===== src/rtl/snes_pad_poller.sv =====
// SNES/SFC pad poller: latches two pads on a shared latch/clock pair, shifts in
// 16 bits per pad and publishes both button words (1 = pressed) with a strobe.
module snes_pad_poller #(
  parameter int HALF_CYC = 300,
  parameter int POLL_CYC = 833333
) (
  input  logic        clock,
  input  logic        reset_btn,
  input  logic        poll_now,
  input  logic        p1_data,
  input  logic        p2_data,
  output logic        pad_latch,
  output logic        pad_clk,
  output logic [15:0] p1_buttons,
  output logic [15:0] p2_buttons,
  output logic        buttons_valid,
  output logic        busy,
  output logic [2:0]  dbg_state
);

  typedef enum logic [2:0] {
    IDLE   = 3'd0,
    LATCH  = 3'd1,
    CLK_HI = 3'd2,
    CLK_LO = 3'd3,
    DONE   = 3'd4
  } state_t;

  localparam int PW = $clog2(2 * HALF_CYC);
  localparam int CW = $clog2(POLL_CYC + 1);
  localparam logic [PW-1:0] HALF_LAST  = PW'(HALF_CYC - 1);
  localparam logic [PW-1:0] LATCH_LAST = PW'(2 * HALF_CYC - 1);
  localparam logic [CW-1:0] POLL_LAST  = CW'(POLL_CYC - 1);

  state_t        state, state_n;
  logic [PW-1:0] phase;
  logic [3:0]    idx;
  logic [CW-1:0] poll_cnt;
  logic          poll_tick;
  logic          start;
  logic          p1_s1, p1_s2, p2_s1, p2_s2;
  logic [15:0]   p1_shadow, p2_shadow;

  // Pad data is asynchronous to clock; idle level of an unplugged line is 1.
  always_ff @(posedge clock or negedge reset_btn) begin
    if (!reset_btn) begin
      p1_s1 <= 1'b1;
      p1_s2 <= 1'b1;
      p2_s1 <= 1'b1;
      p2_s2 <= 1'b1;
    end else begin
      p1_s1 <= p1_data;
      p1_s2 <= p1_s1;
      p2_s1 <= p2_data;
      p2_s2 <= p2_s1;
    end
  end

  assign poll_tick = (poll_cnt == POLL_LAST);
  assign start     = (state == IDLE) && (poll_tick || poll_now);

  // Poll period is measured from the start of the previous poll.
  always_ff @(posedge clock or negedge reset_btn) begin
    if (!reset_btn) begin
      poll_cnt <= '0;
    end else if (start || poll_tick) begin
      poll_cnt <= '0;
    end else begin
      poll_cnt <= poll_cnt + CW'(1);
    end
  end

  always_ff @(posedge clock or negedge reset_btn) begin
    if (!reset_btn) begin
      state <= IDLE;
    end else begin
      state <= state_n;
    end
  end

  always_comb begin
    state_n = state;
    case (state)
      IDLE:    if (start) state_n = LATCH;
      LATCH:   if (phase == LATCH_LAST) state_n = CLK_HI;
      CLK_HI:  if (phase == HALF_LAST) state_n = CLK_LO;
      CLK_LO:  if (phase == HALF_LAST) state_n = (idx == 4'd15) ? DONE : CLK_HI;
      DONE:    state_n = IDLE;
      default: state_n = IDLE;
    endcase
  end

  // Phase restarts on every state change and is held at 0 while idle.
  always_ff @(posedge clock or negedge reset_btn) begin
    if (!reset_btn) begin
      phase <= '0;
    end else if ((state_n != state) || (state == IDLE)) begin
      phase <= '0;
    end else begin
      phase <= phase + PW'(1);
    end
  end

  always_ff @(posedge clock or negedge reset_btn) begin
    if (!reset_btn) begin
      idx <= 4'd0;
    end else if (state == LATCH) begin
      idx <= 4'd0;
    end else if ((state == CLK_LO) && (state_n == CLK_HI)) begin
      idx <= idx + 4'd1;
    end
  end

  // Sample at the end of the high half, furthest from the pad's shift edge.
  always_ff @(posedge clock or negedge reset_btn) begin
    if (!reset_btn) begin
      p1_shadow <= 16'h0000;
      p2_shadow <= 16'h0000;
    end else if ((state == CLK_HI) && (state_n == CLK_LO)) begin
      p1_shadow[idx] <= ~p1_s2;
      p2_shadow[idx] <= ~p2_s2;
    end
  end

  // Outputs are registered from the next state so they line up with state.
  always_ff @(posedge clock or negedge reset_btn) begin
    if (!reset_btn) begin
      pad_latch     <= 1'b0;
      pad_clk       <= 1'b1;
      buttons_valid <= 1'b0;
      p1_buttons    <= 16'h0000;
      p2_buttons    <= 16'h0000;
    end else begin
      pad_latch     <= (state_n == LATCH);
      pad_clk       <= (state_n != CLK_LO);
      buttons_valid <= (state_n == DONE);
      if (state_n == DONE) begin
        p1_buttons <= p1_shadow;
        p2_buttons <= p2_shadow;
      end
    end
  end

  assign busy      = (state != IDLE);
  assign dbg_state = state;

endmodule


===== config.mk =====
export PLATFORM = sky130hd
export DESIGN_NAME = snes_pad_poller
export DESIGN_NICKNAME = d
export VERILOG_FILES = /design/src/rtl/snes_pad_poller.sv
export SDC_FILE = /design/constraint.sdc
export NUM_CORES = 1
export LEC_CHECK = 0
export ABC_CLOCK_PERIOD_IN_PS = 2900
export BUFFER_PORTS_ARGS = -buffer_cell sky130_fd_sc_hd__buf_2
export CAP_MARGIN = 10
export CORE_UTILIZATION = 35
export CTS_CLUSTER_DIAMETER = 30
export DETAILED_ROUTE_END_ITERATION = 7
export PLACE_DENSITY = 0.56
export SLEW_MARGIN = 5
export SYNTH_ARGS = -nofsm -noshare
export SYNTH_HDL_FRONTEND = slang
export SYNTH_SLANG_ARGS = --single-unit

===== constraint.sdc =====
create_clock -name clock -period 2.9 [get_ports clock]
set_clock_uncertainty 0.2 [all_clocks]
set_input_delay 0.29 -clock clock [delete_from_list [all_inputs] [get_ports clock]]
set_output_delay 0.29 -clock clock [all_outputs]
set_load 0.01 [all_outputs]

==> results.md <==
- Based on the critical path, the design can be clocked at up to 372 MHz.
- The via count of the first global-routing pass is 3051.
- The post-synthesis instance area is 4680 um^2.
- Along the worst path, the maximum fanout reaches 46.
- The number of cells after detailed placement is 630.
- The flow ran to the end, and the final reports show no timing, DRC or antenna violations.
- The initialized floorplan defines 41 standard-cell rows.
- The buffer cell driving the clock tree root is clkbuf_16.
- The ratio of routed vias to standard cells is ~4.7.
- Of the total power, registers draw 53.5%.
- The half-perimeter wire length after detailed placement is 5740 um.
- The switching share of power is about a fifth.
- In the final layout, the multi-input gates occupy 1800 um^2.
- The maximum clock insertion buffer count is 2.
- The met2 usage is a little over a fifth.
- The mean routed wirelength per cell is 13.1 um.
- The library cells used most frequently in the layout, excluding fill and tap cells, are dfrtp_1 (103), nand2_1 (52), buf_2 (42).
- The most critical setup path has its startpoint at phase[2]$_DFF_PN0_.
- The fraction of layout cells with a size suffix above 1 is between 10% and 20%.
- In this run the power spent charging and discharging nets is between 0.5 and 0.6 mW.
- Summed over all cells, the static leakage comes to 2.59 nW.
- During synthesis, Yosys emitted a total of 0 warnings.
- For this configuration, the core starts out at a cell density of a little over a third.
- The clock network latency to the later pin of the worst-skew pair is 340 ps.
- Global routing used between 10% and 20% of the available tracks across all layers.
- 44 I/O pins were placed.
- The average cell area after synthesis is 11.1 um^2.
- The number of enable-type register cells in the synthesized netlist is 0.
- The layout net count is 484.
- The nature of the critical path startpoint is a flop.
- For the worst flop-to-flop path, the logic depth is 5.
- By startpoint and endpoint, the worst setup path is classified as reg2reg.
- The placed standard-cell area is 5100 um^2.
- The count of clock tree sinks is 108.
- In the final timing run, aggregate negative setup slack is 0 ps.
- The worst register-to-register path ends at p2_buttons[12]$_DFFE_PN0P_.
- The number of synthesized register bits is 108.
- The CTS tree is built.
- The placer's final routability congestion estimate is 0.775.
- The arrival time reported for the critical path endpoint is about 2700 ps.
- The max-slew violation count is 0.
- The met1 demand-to-capacity share in global routing is 17.7%.
- The number of standard cells in the layout, taps in and fillers out is 649.
- IR analysis of the VDD net gives a maximum drop of 0.000250 V.
- The layout overhead on the synthesized area is 16.3%.
- The areal power density over the cells is roughly 520 nW/um^2.
- The wire length of the first global-routing pass is 14900 um.
- The dominant register cell in the synthesized netlist is dfrtp_1.
- The routed layout has 3056 vias.
- The worst register-to-register path has a setup slack of 210 ps.
- Clock tree synthesis inserted a total of 9 buffers.
- The capturing instance or port of the critical path is p2_buttons[12]$_DFFE_PN0P_.
- Cell internal power was estimated by the tool at 2.28 mW.
- The synthesized netlist cell count is between 400 and 500.
- The number of distinct library cell variants in the gate-level netlist after synthesis is 40.
- The final critical-path required period is 2690 ps.
- The number of filler cells placed in the layout is 1263.
- The H-tree was split into 3 levels.
- Entering global routing, the biggest net connects 109 pins.
- The worst register-to-register path begins at phase[2]$_DFF_PN0_.
- 0 antenna diodes ended up in the layout.
- The total length of routed wires is 8500 um.
- The post-route fraction of the period consumed by the critical path is roughly 93%.
- The library cell used most frequently in the layout, excluding fill and tap cells, is dfrtp_1.
- The global-route track usage on met3 is 3.20%.
- The count of input and output buffers is 43.
- Of the total power, combinational logic draws 1.3%.
- The floorplan step defined a die boundary enclosing 13800 um^2.
- The count of maximum capacitance violations is 0.
- Setup repair after global routing left no endpoint under its margin.
- The transition time at the pin with the least slew margin is approximately 600 ps.
- The floorplan step set the die height to ~120 um.
- The pre-antenna-repair detailed-routing pass consisted of 4 iterations.
- The finished cells cover 5440 um^2.
- In this run the standard cell core region covers about 13000 um^2.
- The initial antenna violation count is 0.
- The final hold violation count is 0.
- The most heavily used metal layer in global routing is met2.
- Summing internal, switching and leakage power gives roughly 2.8 mW.
- The worst hold path belongs to the class in2reg.
- The width of the die is 118 um.
- The final routed DRC violation total is 0.
- The total nets after synthesis is 435.
- The total overflow left after global routing is 0.
- The count of nets left with antenna violations once routing finished came out at 0.
- The clock network fraction of design power is 45.1%.
- The initial DRC count is 173.
- The area of all sequential standard cells is 2710 um^2.
- The headroom to the max-slew limit is 59.9%.
- The setup-violating endpoint count in the final report is 0.
- After synthesis, the share of flip-flops with an asynchronous set or reset is 100%.
- Data on the critical path is required at its endpoint by 2920 ps.
- The post-synthesis sequential area ratio is 57.9%.
- The clock input transition at the sequential cells of the worst setup and hold paths is ~70 ps.
- The endpoint type of the worst setup path is a flop.
-- worst min-delay path by stage --
stage	end	startpoint	slack [ps]	cells past startpoint
after floorplan	buttons_valid$_DFF_PN0_	reset_btn	-210	0
after global placement	p2_s2$_DFF_PN1_	p2_s1$_DFF_PN1_	150	0
after detailed placement	p2_s2$_DFF_PN1_	p2_s1$_DFF_PN1_	150	0
after CTS	pad_latch$_DFF_PN0_	poll_now	40	3
after global routing	dbg_state[0]$_DFF_PN0_	poll_now	80	3
final	pad_latch$_DFF_PN0_	poll_now	60	3
-- synth_stat cells (2+ instances only) --
master,instances,area [um^2]
a21oi_1,6,30.0
and2_1,4,25.0
and3_1,4,25.0
and4_1,2,17.5
buf_6,2,22.5
clkbuf_1,10,37.5
dfrtp_1,103,2580
dfstp_2,5,131
ha_1,7,87.6
inv_1,24,90.1
mux2_2,6,67.6
mux2_4,14,210
mux2i_1,13,130
nand2_1,52,195
nand3_1,13,65.1
nand3b_1,5,37.5
nand4_1,8,50.1
nand4b_1,3,26.3
nand4bb_1,2,22.5
nor2_1,34,128
nor2b_1,5,31.3
nor3_1,13,65.1
nor3b_1,3,22.5
nor4_1,4,25.0
o21ai_0,39,195
or2_2,2,12.5
or3_1,3,18.8
or3b_2,2,17.5
xnor2_1,17,149
xor2_1,8,70.1
-- final cells by class --
| class | instances | area share, % |
|---|---|---|
| well taps | 172 | 3.96 |
| multi-input cells | 278 | 33.2 |
| flip-flops and latches | 108 | 49.8 |
| clock inverters | 4 | 1.36 |
| repair buffers | 51 | 5.71 |
| clock buffers | 12 | 4.35 |
| inverters | 24 | 1.66 |
-- sequential cells by signal (all words and copies together), names as in the netlist --
name,flops
p1_s2,1
p1_s1,1
pad_clk,1
pad_latch,1
p2_buttons,16
p2_s1,1
idx,4
poll_cnt,20
p2_s2,1
p1_buttons,16
dbg_state,3
p1_shadow,16
buttons_valid,1
phase,10
p2_shadow,16
-- cell families after synthesis --
group                    count (synthesis)  synth area share (%)
AO/OA/AOI/OAI                           49                  5.43
flip-flops                             108                  57.9
AND/OR/NAND/NOR                        164                  17.8
adder cells (fa/ha/maj)                  7                  1.87
buffers and inverters                   37                  3.53
multiplexers                            33                  8.72
XOR/XNOR                                25                  4.68
-- worst max-delay path, stage by stage (launching register included) --
cell and delay (ps):
dfrtp_1 430, or4b_4 550, or3_4 350, or3_2 490
buf_12 200, mux2_4 320
-- stage by stage --
stage	setup slack [ps]	util [%]	hold slack (ps)
detailed placement	231	39.8	149
global placement	258	39.8	147
CTS	212	42.4	44.6
floorplan	357	-	-206
global route	145	42.4	83.0
finish	214	42.4	56.6
-- power by group through the flow --
stage          sequential, mW  combinational [mW]  clock (mW)
2_1_floorplan            1.54             0.00338           0
3_3_place_gp             1.55              0.0369           0
3_5_place_dp             1.55              0.0378           0
4_1_cts                  1.52              0.0410        1.32
5_1_grt                  1.52              0.0449        1.37
6_report                 1.52              0.0382        1.28
-- metal layers --
layer / share of wire, % / vias up
li1: - / 1530
met1: 49 / 1478
met2: 47 / 41
met3: 2.4 / 7
met4: 0.87 / 0
met5: 0 / -
-- repair_timing --
item                      CTS  global route
hold buffers                3             0
setup buffers               0             0
resized for setup           0             0
hold endpoints to repair  105             0
Note: power is estimated with default switching activity, not from simulation.
